## config.mk

```make
export PLATFORM = sky130hd
export DESIGN_NAME = spi_slave_rx_flat
export DESIGN_NICKNAME = d
export VERILOG_FILES = /design/src/rtl/spi_slave_rx_if.sv /design/src/rtl/spi_slave_rx.sv /design/src/flat_wrapper.sv
export SDC_FILE = /design/constraint.sdc
export NUM_CORES = 1
export LEC_CHECK = 0
export ABC_AREA = 1
export CORE_MARGIN = 2
export CORE_UTILIZATION = 48
export DETAILED_ROUTE_END_ITERATION = 6
export PLACE_DENSITY = 0.69
export SLEW_MARGIN = 20
export SYNTH_ARGS = -nofsm -noshare
export SYNTH_HDL_FRONTEND = slang
export SYNTH_SLANG_ARGS = --single-unit
```

## constraint.sdc

```tcl
create_clock -name clk -period 3.6 [get_ports clk]
set_clock_uncertainty 0.15 [all_clocks]
set_input_delay 0.9 -clock clk [delete_from_list [all_inputs] [get_ports clk]]
set_output_delay 0.9 -clock clk [all_outputs]
set_load 0.02 [all_outputs]
```

## src/rtl/spi_slave_rx_if.sv

```systemverilog
// Receive-side bus of the SPI slave receiver: FIFO read port, status and
// sticky error flags. The consumer uses the master modport, the receiver
// uses the slave modport.
interface spi_slave_rx_if #(
    parameter int FIFO_DEPTH = 4
);
    localparam int CNT_W = $clog2(FIFO_DEPTH) + 1;

    logic             rd_en;
    logic             clr_err;
    logic [7:0]       rd_data;
    logic             empty;
    logic             full;
    logic [CNT_W-1:0] count;
    logic             busy;
    logic             overflow;
    logic             frame_err;

    modport master (
        output rd_en, clr_err,
        input  rd_data, empty, full, count, busy, overflow, frame_err
    );

    modport slave (
        input  rd_en, clr_err,
        output rd_data, empty, full, count, busy, overflow, frame_err
    );
endinterface

```

## src/rtl/spi_slave_rx.sv

```systemverilog
// SPI mode-0 slave receiver. The SPI pins are oversampled by the system
// clock through equal-depth synchronizers; bytes are assembled MSB first
// and pushed into a small show-ahead FIFO read through the bus interface.
module spi_slave_rx #(
    parameter int SYNC_STAGES = 2,
    parameter int FIFO_DEPTH  = 4
) (
    input  logic            clk,
    input  logic            rst,
    input  logic            sclk_in,
    input  logic            mosi_in,
    input  logic            cs_in,
    spi_slave_rx_if.slave   bus
);
    localparam int PTR_W = $clog2(FIFO_DEPTH);
    localparam int CNT_W = PTR_W + 1;

    typedef enum logic {
        IDLE = 1'b0,
        RECV = 1'b1
    } state_t;

    // Synchronizer chains; index SYNC_STAGES-1 is the synchronized output.
    logic [SYNC_STAGES-1:0] sclk_sync_q;
    logic [SYNC_STAGES-1:0] mosi_sync_q;
    logic [SYNC_STAGES-1:0] cs_sync_q;
    logic                   sclk_prev_q;

    logic sclk_s;
    logic mosi_s;
    logic cs_s;
    logic sclk_rise;

    // FSM and byte assembly
    state_t     state_q;
    state_t     state_d;
    logic [2:0] bit_cnt_q;
    logic [6:0] shift_q;
    logic       frame_start;
    logic       frame_abort;
    logic       sample;
    logic       byte_done;
    logic [7:0] rx_byte;

    // FIFO
    logic [7:0]       mem [FIFO_DEPTH];
    logic [PTR_W-1:0] wr_ptr_q;
    logic [PTR_W-1:0] rd_ptr_q;
    logic [CNT_W-1:0] count_q;
    logic             fifo_empty;
    logic             fifo_full;
    logic             pop;
    logic             push;
    logic             drop;

    // Sticky error flags
    logic overflow_q;
    logic frame_err_q;

    // Shift the asynchronous SPI pins through identical-depth synchronizers;
    // cs idles deasserted (1), sclk and mosi idle low.
    always_ff @(posedge clk) begin
        // NOTE: sequential state uses non-blocking assignments so every flop
        // samples the pre-edge value of its neighbour, giving a real chain.
        if (rst) begin
            sclk_sync_q <= '0;
            mosi_sync_q <= '0;
            cs_sync_q   <= '1;
            sclk_prev_q <= 1'b0;
        end else begin
            sclk_sync_q <= {sclk_sync_q[SYNC_STAGES-2:0], sclk_in};
            mosi_sync_q <= {mosi_sync_q[SYNC_STAGES-2:0], mosi_in};
            cs_sync_q   <= {cs_sync_q[SYNC_STAGES-2:0], cs_in};
            sclk_prev_q <= sclk_sync_q[SYNC_STAGES-1];
        end
    end

    assign sclk_s    = sclk_sync_q[SYNC_STAGES-1];
    assign mosi_s    = mosi_sync_q[SYNC_STAGES-1];
    assign cs_s      = cs_sync_q[SYNC_STAGES-1];
    assign sclk_rise = sclk_s & ~sclk_prev_q;

    // FSM state register.
    always_ff @(posedge clk) begin
        if (rst) begin
            state_q <= IDLE;
        end else begin
            state_q <= state_d;
        end
    end

    // Next-state logic and per-cycle control strobes for the datapath.
    always_comb begin
        // NOTE: every output of this block gets a default first, so no path
        // through the case can leave a signal unassigned and infer a latch.
        state_d     = state_q;
        frame_start = 1'b0;
        frame_abort = 1'b0;
        sample      = 1'b0;
        case (state_q)
            IDLE: begin
                // sclk edges are deliberately ignored until cs is asserted.
                if (!cs_s) begin
                    state_d     = RECV;
                    frame_start = 1'b1;
                end
            end
            RECV: begin
                if (cs_s) begin
                    state_d     = IDLE;
                    frame_abort = (bit_cnt_q != 3'd0);
                end else if (sclk_rise) begin
                    sample = 1'b1;
                end
            end
            default: begin
                state_d = IDLE;
            end
        endcase
    end

    assign byte_done = sample && (bit_cnt_q == 3'd7);
    assign rx_byte   = {shift_q, mosi_s};

    // Bit counter and shift register; a frame start or end discards any
    // partial byte, and the 3-bit counter wraps to 0 after the 8th bit.
    always_ff @(posedge clk) begin
        if (rst) begin
            bit_cnt_q <= 3'd0;
            shift_q   <= 7'd0;
        end else if (frame_start || (state_q == RECV && cs_s)) begin
            bit_cnt_q <= 3'd0;
            shift_q   <= 7'd0;
        end else if (sample) begin
            bit_cnt_q <= bit_cnt_q + 3'd1;
            shift_q   <= {shift_q[5:0], mosi_s};
        end
    end

    // FIFO control: a pop on an empty FIFO is ignored; a completed byte on a
    // full FIFO is accepted only if the head is popped in the same cycle.
    assign fifo_empty = (count_q == CNT_W'(0));
    assign fifo_full  = (count_q == CNT_W'(FIFO_DEPTH));
    assign pop        = bus.rd_en && !fifo_empty;
    assign push       = byte_done && (!fifo_full || pop);
    assign drop       = byte_done && fifo_full && !bus.rd_en;

    // FIFO storage write port.
    always_ff @(posedge clk) begin
        // NOTE: the storage array is not reset; entries are only observable
        // through count/rd_ptr, which are reset, and rd_data is forced to 0
        // while empty.
        if (push) begin
            mem[wr_ptr_q] <= rx_byte;
        end
    end

    // FIFO pointers and occupancy; pointers wrap naturally at FIFO_DEPTH.
    always_ff @(posedge clk) begin
        if (rst) begin
            wr_ptr_q <= '0;
            rd_ptr_q <= '0;
            count_q  <= '0;
        end else begin
            if (push) begin
                wr_ptr_q <= wr_ptr_q + PTR_W'(1);
            end
            if (pop) begin
                rd_ptr_q <= rd_ptr_q + PTR_W'(1);
            end
            case ({push, pop})
                2'b10:   count_q <= count_q + CNT_W'(1);
                2'b01:   count_q <= count_q - CNT_W'(1);
                default: count_q <= count_q;
            endcase
        end
    end

    // Sticky error flags; a new error in the same cycle as clr_err wins.
    always_ff @(posedge clk) begin
        if (rst) begin
            overflow_q  <= 1'b0;
            frame_err_q <= 1'b0;
        end else begin
            if (drop) begin
                overflow_q <= 1'b1;
            end else if (bus.clr_err) begin
                overflow_q <= 1'b0;
            end
            if (frame_abort) begin
                frame_err_q <= 1'b1;
            end else if (bus.clr_err) begin
                frame_err_q <= 1'b0;
            end
        end
    end

    assign bus.rd_data   = fifo_empty ? 8'h00 : mem[rd_ptr_q];
    assign bus.empty     = fifo_empty;
    assign bus.full      = fifo_full;
    assign bus.count     = count_q;
    assign bus.busy      = (state_q == RECV);
    assign bus.overflow  = overflow_q;
    assign bus.frame_err = frame_err_q;

endmodule

```

## src/flat_wrapper.sv

```systemverilog
// flat-port wrapper written by rule: the top's interface ports become plain ports
module spi_slave_rx_flat 
#(
    parameter int SYNC_STAGES = 2,
    parameter int FIFO_DEPTH  = 4
)
  (clk, rst, sclk_in, mosi_in, cs_in, bus_rd_en, bus_clr_err, bus_rd_data, bus_empty, bus_full, bus_count, bus_busy, bus_overflow, bus_frame_err);
  spi_slave_rx_if #(.FIFO_DEPTH(FIFO_DEPTH)) bus_i ();
  input  logic clk;
  input  logic rst;
  input  logic sclk_in;
  input  logic mosi_in;
  input  logic cs_in;
  input wire logic [$bits(bus_i.rd_en)-1:0] bus_rd_en;
  input wire logic [$bits(bus_i.clr_err)-1:0] bus_clr_err;
  output wire logic [$bits(bus_i.rd_data)-1:0] bus_rd_data;
  output wire logic [$bits(bus_i.empty)-1:0] bus_empty;
  output wire logic [$bits(bus_i.full)-1:0] bus_full;
  output wire logic [$bits(bus_i.count)-1:0] bus_count;
  output wire logic [$bits(bus_i.busy)-1:0] bus_busy;
  output wire logic [$bits(bus_i.overflow)-1:0] bus_overflow;
  output wire logic [$bits(bus_i.frame_err)-1:0] bus_frame_err;
  assign bus_i.rd_en = bus_rd_en;
  assign bus_i.clr_err = bus_clr_err;
  assign bus_rd_data = bus_i.rd_data;
  assign bus_empty = bus_i.empty;
  assign bus_full = bus_i.full;
  assign bus_count = bus_i.count;
  assign bus_busy = bus_i.busy;
  assign bus_overflow = bus_i.overflow;
  assign bus_frame_err = bus_i.frame_err;
  spi_slave_rx #(.SYNC_STAGES(SYNC_STAGES), .FIFO_DEPTH(FIFO_DEPTH)) u_core (.clk(clk), .rst(rst), .sclk_in(sclk_in), .mosi_in(mosi_in), .cs_in(cs_in), .bus(bus_i));
endmodule
```

[After elaboration in Yosys (flattened, before gate mapping)]
Memory sizes are Yosys's and may differ from the RTL's. A register that Yosys moved wholly into a read port is not among the register bits.
Index checks and enable logic that the tools add are counted.
Storage, ports and cells
  output and inout port bits: 16
  bits of input ports: 7
  memory bits (writable): 32
  flip-flop bits (word level): 27
  memories kept: 1
  word-level logic and storage cells: 57
Memories
  u_core.mem: words 4, width 8, rd ports 1, clocked after Yosys merged registers in 1, write ports 1, line spi_slave_rx.sv:46  | logic [7:0] mem [FIFO_DEPTH];
Cells by class
  add/sub/neg operators: 5
  reductions and logical operators: 17
  eq/ne operators: 4
  mux-type cells: 16
  bitwise operators: 2
Operators by type and width (number)
  2-to-1 mux 1 bit: 12
  2-to-1 mux 8 bit: 1
  adder 3 x 1 -> 3 bit, second input constant: 2
  equality test 3 bit, second input constant: 2
  logical AND 1 bit: 6
  one-hot mux 3 bit (2 select lines): 1
  nonzero test 2 bit: 3
  adder 2 x 1 -> 2 bit, second input constant: 2
  2-to-1 mux 2 bit: 2
  zero test 1 bit: 3
  zero test 3 bit: 1
  nonzero test 3 bit: 1
  subtractor 3 x 1 -> 3 bit, second input constant: 1
  equality test 2 x 1 -> 1 bit, second input constant: 1
  equality test 2 bit, second input constant: 1
  logical OR 1 bit: 2
  OR reduction 2 bit: 1
  bitwise AND 1 bit: 1
  NOT 1 bit: 1

[Longest topological paths before layout]
Gate-level depths: netlist of the first run.
  depth in word-level cells: 9
  depth in mapped cells: 13
  gate-level depth less buffers: 13

[Least setup slack after synthesis of the first run]
No wires, ideal clock.
  path kind: input-to-reg
  start point: input bus_rd_en
  end point: register u_core.count_q[2] (netlist: u_core.bus.count[2])
  arrival time: 2058 ps
  slack: 1279 ps
  setup time: 113 ps
  stages on the path: 10
  data required time: 3337 ps
  cells stage by stage: nor2_2 -> nor2_2 -> inv_2 -> ha_1 -> inv_1 -> fa_1 -> a21oi_1 -> o21ai_0 -> nor2_1 -> nor2_1
On the way
  cells in the longest elaborated chain, start to end: 5
Ends and longest elaborated chain
  start: declaration: line flat_wrapper.sv:14  | input wire logic [$bits(bus_i.rd_en)-1:0] bus_rd_en;
  logical AND 1 bit *: line spi_slave_rx.sv:144  | assign pop = bus.rd_en && !fifo_empty;
  logical OR 1 bit: line spi_slave_rx.sv:145  | assign push = byte_done && (!fifo_full || pop);
  logical AND 1 bit: line spi_slave_rx.sv:145
  equality test 2 x 1 -> 1 bit / equality test 2 bit (equally long branches): line spi_slave_rx.sv:171  | case ({push, pop})
  one-hot mux 3 bit (2 select lines) / nonzero test 2 bit (equally long branches)
  end signal: assignment: line spi_slave_rx.sv:172  | 2'b10: count_q <= count_q + CNT_W'(1);
  end signal: assignment: line spi_slave_rx.sv:173  | 2'b01: count_q <= count_q - CNT_W'(1);
  end signal: assignment: line spi_slave_rx.sv:174  | default: count_q <= count_q;
  end: declaration: line spi_slave_rx.sv:49  | logic [CNT_W-1:0] count_q;
Mark *: on every way between the ends. The rest lies on a longest branch, timed or not.
A chain may end at the register's enable or synchronous reset.

==> results of run 1 <==
## final timing paths
path	start	end	slack, ns	cells past startpoint
worst max-delay path	register	bus_rd_data[1]	0.50	4
worst min-delay path	u_core.mosi_sync_q[0]	u_core.mosi_sync_q[1]	0.25	2
worst max register to register	u_core.bit_cnt_q[0]	u_core.bus.count[2]	1.32	12
worst min register to register	u_core.mosi_sync_q[0]	u_core.mosi_sync_q[1]	0.25	2
## power by group through the flow
| stage | registers (mW) | logic [mW] | clock network (mW) |
|---|---|---|---|
| final | 0.754 | 0.188 | 0.720 |
| after global routing | 0.755 | 0.210 | 0.760 |
| after CTS | 0.754 | 0.190 | 0.733 |
| after detailed placement | 0.769 | 0.189 | 0 |
| after global placement | 0.768 | 0.186 | 0 |
| after floorplan | 0.766 | 0.124 | 0 |
## through the flow
| stage | utilization, % | total power [mW] |
|---|---|---|
| after floorplan | - | 0.889 |
| after global placement | 55.0 | 0.955 |
| after detailed placement | 55.0 | 0.958 |
| after CTS | 59.8 | 1.68 |
| after global routing | 59.8 | 1.73 |
| final | 59.8 | 1.66 |
## cell type report
| type | instances | area (um^2) |
|---|---|---|
| Sequential cell | 61 | 1540 |
| Tap cell | 70 | 87.6 |
| Timing Repair Buffer | 27 | 258 |
| Clock inverter | 4 | 95.1 |
| Fill cell | 454 | 2040 |
| Inverter | 34 | 128 |
| Clock buffer | 12 | 145 |
| Multi-Input combinational cell | 153 | 778 |
## Yosys cell counts, drive strengths merged, types with 2 or more instances
cell type | instances | area, um^2
nand3 | 4 | 32.5
buf | 6 | 53.8
o21ai | 21 | 105
or2 | 2 | 12.5
ha | 8 | 100
nand2 | 34 | 138
inv | 34 | 128
nor2 | 56 | 223
edfxtp | 32 | 961
a21oi | 24 | 124
dfxtp | 29 | 581
## cell usage in the layout, fill, tap and decap left out
| cell | n |
|---|---|
| xor2_1 | 1 |
| clkinv_2 | 1 |
| o21ai_1 | 10 |
| inv_2 | 7 |
| nor2_1 | 51 |
| dfxtp_1 | 29 |
| a21oi_1 | 23 |
| clkbuf_1 | 2 |
| nand2_2 | 4 |
| edfxtp_1 | 32 |
| a21oi_2 | 1 |
| bufinv_16 | 3 |
| buf_4 | 5 |
| clkbuf_8 | 10 |
| nand3_1 | 3 |
| o21bai_1 | 1 |
| nor2_2 | 5 |
| clkdlybuf4s50_1 | 22 |
| ha_1 | 8 |
| nand3_4 | 1 |
| nand2_1 | 30 |
| o21ai_0 | 11 |
| or2_2 | 2 |
| fa_1 | 1 |
| nand3b_1 | 1 |
| inv_1 | 27 |
## critical path: stages (launching register included)
cell,delay [ns]
dfxtp_1,0.64
inv_2,0.23
o21ai_0,0.22
a21oi_1,0.09
clkdlybuf4s50_1,0.54
## registers in the layout, indices dropped and copies added, names as in the netlist, 2 cells and up, named ones only
signal,count
u_core.sclk_sync_q,2
u_core.wr_ptr_q,2
u_core.bus.count,3
u_core.cs_sync_q,2
u_core.mem,32
u_core.mosi_sync_q,2
u_core.bit_cnt_q,3
u_core.shift_q,7
u_core.rd_ptr_q,2
## kinds of logic after synthesis
group                    Yosys count  synth area share [%]
AO/OA/AOI/OAI                     46                  9.45
XOR/XNOR                           1                 0.350
adder cells (fa/ha/maj)            9                  4.80
AND/OR/NAND/NOR                   97                  16.5
flip-flops                        61                  61.6
buffers and inverters             40                  7.25
## routing by layer
metal | track usage (%) | part of all wire [%] | wire length (um) | vias to the layer above
li1 | - | - | - | 879
met1 | 20.2 | 47 | 2010 | 762
met2 | 26.4 | 47 | 1980 | 33
met3 | 4.74 | 3.2 | 135 | 12
met4 | 8.73 | 2.6 | 108 | 0
met5 | 0 | 0 | 0 | -
==> impl_metrics.tcl, run 1 <==
set metrics [dict create \
    crit_type "reg2out" \
    ys_warn_count 0 \
    synth_flop_cell "edfxtp_1" \
    maxSlewViolCount 0 \
    cts-buffers-inserted 9 \
    first_iter_violations 105 \
    final_cell_area_mm2 0.00303 \
    place_area_mm2 0.00279 \
    cap_violations 0 \
    power.density_mw_per_mm2 548 \
    layout_setup_ws_ns 0.499 \
    cts_root_buffer "clkbuf_8" \
    portBuffers 22 \
    coreArea_mm2 0.00507 \
    synth.distinct_cells 23 \
    initial_core_util_pct 49.3 \
    vias_per_cell 4.67 \
    tightest_slew_ns 0.504 \
    avgRoutedWirePerCell_um 11.7 \
    die_x_um 76.2 \
    nNetsFinal 302 \
    power_switching_mw 0.368 \
    combPwrFrac_pct 11.3 \
    grt_overflow 0 \
    postCtsHoldBufs 0 \
    relSlewSlack_pct 66.3 \
    grt_use_total_pct 16.4 \
    cts_tree "built" \
    layout.cells.non_filler 361 \
    grt_pass1_vias 1683 \
    clock.fmax_mhz 322 \
    status "finished clean" \
    p_int_mw 1.29 \
    grt_max_degree 18 \
    syn_avg_cell_area_um2 9.85 \
    worst-path-max-fanout 17 \
    clockBufferDepth 2 \
    rsz0062_at_grt "false" \
    clock_latency_ns 0.33 \
    finalCritPeriodShare_pct 86.2 \
    endpoint_kind "output port" \
    ant_nets 0 \
    finalSetupTns_ns 0 \
    fp-row-count 26 \
    pin_count 23 \
    num_antenna_cells 0 \
    critPathLaunchType "register" \
    vias 1686 \
    dieArea_mm2 0.00580 \
    ys_seq_area_share_pct 61.6 \
    synth_area_mm2 0.00250 \
    worstPathArrival_ns 2.05 \
    clkPwrFrac_pct 43.3 \
    drive_gt1_share_pct 13.4 \
    finalCriticalPeriod_ns 3.10 \
    holdWs_ns 0.248 \
    p_seq_share_pct 45.4 \
    setup_viol 0 \
    routed_wl_um 4230 \
    hpwl_um 2990 \
    place.gp.congestion 0.754 \
    leakage_nw 1.17 \
    grt_pass1_wl_um 7510 \
    hold_class "reg2reg" \
    required_ns 2.55 \
    htree_levels 3 \
    clkSlewWorstSetupHoldPaths_ns 0.06 \
    drc_errors 0 \
    dr.pass1.iters 4 \
    dp_cells 345 \
    synthArstFlopShare_pct 0 \
    synth_edf_count 32 \
    cts_num_sinks 61 \
    switching_share_pct 22.1 \
    synth_nets 270 \
    chipHeight_um 76.2 \
    hold_viol 0 \
    syn_inst 254 \
    syn_to_final_growth_pct 21.3 \
    irDropWorstVdd_uv 326 \
    cts_setup_buffers 0 \
    antenna_found_initial 0 \
    postSynthRegisterBits 61 \
    post_cts_resized 0 \
    dpl_worst_slack_ns 0.665 \
]
Note: power is estimated with default switching activity, not from simulation.
==> inputs of run 2 (changes only) <==
Settings changed: CORE_UTILIZATION 48 to 60, PLACE_DENSITY 0.69 to 0.83.
==> run 2 against run 1 <==
Net effect: global-route usage increased by 4.6 points; first-iteration DRC count increased by 6.7%; routed wire length about the same; hold slack improved by 0.012 ns; sequential share of layout area increased by 0.32 points; design area decreased by 0.62%; critical path depth unchanged; total power increased by 3.8%; cell count decreased by 6.1%.
==> impl_metrics.tcl, run 2 (synthesis results as in run 1) <==
set metrics [dict create \
    status "finished clean" \
    p_int_mw 1.35 \
    cts_setup_buffers 0 \
    whs_endpoint "u_core.cs_sync_q[1]" \
    worstReg2RegStart "u_core.bit_cnt_q[0]" \
    final_cell_mix "nor2_1 (51), edfxtp_1 (32), nand2_1 (30), dfxtp_1 (29), inv_1 (27)" \
    hold_class "reg2reg" \
    maxSlewViolCount 0 \
    reg_top3 "u_core.mem: 32 flops, u_core.shift_q: 7 flops" \
    clockBufferDepth 2 \
    critPathLaunchType "register" \
    grt_overflow 0 \
    largest_reg_flops 32 \
    endpoint_kind "output port" \
    cap_violations 0 \
    routed_wl_um 4230 \
    rsz0062_at_grt "false" \
    chipHeight_um 68.6 \
    hpwl_um 2780 \
    first_iter_violations 112 \
    drc_errors 0 \
    grt_pass1_vias 1537 \
    clock.fmax_mhz 316 \
    die_x_um 68.6 \
    power.density_mw_per_mm2 572 \
    htree_levels 3 \
    dr.pass1.iters 4 \
    cts_num_sinks 61 \
    grt_max_degree 18 \
    avgRoutedWirePerCell_um 12.5 \
    switching_share_pct 21.9 \
    hold_depth 1 \
    r2r-end "u_core.bus.count[2]" \
    dpl_worst_slack_ns 0.652 \
    worst-path-max-fanout 17 \
    grt_use_total_pct 21.0 \
    layout.cells.non_filler 339 \
    place.gp.congestion 0.839 \
    worstRegToRegCells 13 \
    hold_viol 0 \
    num_antenna_cells 0 \
    cts_root_buffer "clkbuf_8" \
    initial_core_util_pct 62.5 \
    finalSetupTns_ns 0 \
    cts-buffers-inserted 9 \
    drive_gt1_share_pct 13.1 \
    portBuffers 22 \
    dp_cells 323 \
    required_ns 2.55 \
    setup_viol 0 \
    fp-row-count 23 \
    combPwrFrac_pct 10.9 \
    top_register "u_core.mem" \
    power_switching_mw 0.378 \
    postCtsHoldBufs 0 \
    worstPathArrival_ns 2.11 \
    antenna_found_initial 0 \
    irDropWorstVdd_uv 349 \
    crit_type "reg2out" \
    worstHoldStart "u_core.cs_sync_q[0]" \
    clkPwrFrac_pct 45.3 \
    coreArea_mm2 0.00400 \
    vias 1717 \
    finalCriticalPeriod_ns 3.16 \
    relSlewSlack_pct 52.4 \
    cts_tree "built" \
    finalCritPeriodShare_pct 87.8 \
    syn_to_final_growth_pct 20.5 \
    r2r_slack_ns 1.34 \
    final_common_cell "nor2_1" \
    pin_count 23 \
    clock_latency_ns 0.32 \
    leakage_nw 1.17 \
    nNetsFinal 300 \
    grt_pass1_wl_um 6800 \
    clkSlewWorstSetupHoldPaths_ns 0.06 \
    dieArea_mm2 0.00470 \
    post_cts_resized 0 \
    tightest_slew_ns 0.712 \
    layout_setup_ws_ns 0.440 \
    ant_nets 0 \
    p_seq_share_pct 43.8 \
    vias_per_cell 5.06 \
]
==> run 2: final cells by class <==
type | count | area (um^2)
multi-input combinational | 153 | 778
clock inverter | 6 | 134
tap | 50 | 62.6
sequential | 61 | 1540
inverter | 34 | 128
clock buffer | 10 | 128
fill | 268 | 986
timing repair buffer | 25 | 243
==> run 2: worst max-delay path: stages, from the launching register on <==
cell,delay (ns)
dfxtp_1,0.68
inv_2,0.24
o21ai_0,0.21
a21oi_1,0.10
clkdlybuf4s50_1,0.54
==> run 2: worst max path at each step <==
| stage | start | to | cells after the start |
|---|---|---|---|
| 2_1_floorplan | bus_rd_en | u_core.bus.count[2] | 10 |
| 3_3_place_gp | bus_rd_en | u_core.bus.count[2] | 12 |
| 3_5_place_dp | bus_rd_en | u_core.bus.count[2] | 12 |
| 4_1_cts | register | bus_rd_data[1] | 5 |
| 5_1_grt | register | bus_rd_data[7] | 4 |
| 6_report | register | bus_rd_data[1] | 4 |
==> run 2: per-layer routing <==
layer / vias to the layer above / GRT usage (%) / share of wire (%)
met4: 0 / 9.75 / 0.59
met5: - / 0 / 0
li1: 880 / - / -
met2: 35 / 38.0 / 53
met1: 800 / 22.6 / 42
met3: 2 / 5.84 / 4.2
==> run 2: power by group through the flow <==
stage,sequential [mW],combinational [mW],clock (mW)
global placement,0.770,0.184,0
detailed placement,0.771,0.188,0
CTS,0.756,0.189,0.794
global route,0.757,0.206,0.826
finish,0.755,0.188,0.781
floorplan,0.766,0.124,0
==> run 2: metrics by stage <==
step,hold WS (ns),util (%),total power [mW],cell area [um^2]
3_3_place_gp,0.239,68.8,0.954,2750
3_5_place_dp,0.253,68.8,0.958,2750
4_1_cts,0.265,75.4,1.74,3010
2_1_floorplan,0.238,-,0.889,2500
6_report,0.259,75.4,1.72,3010
5_1_grt,0.277,75.4,1.79,3010
==> inputs of run 3 (changes only) <==
Settings changed: CAP_MARGIN from default to 40.
==> results of run 3 <==
Final layout, timing and power as in run 2 (identical DEF).
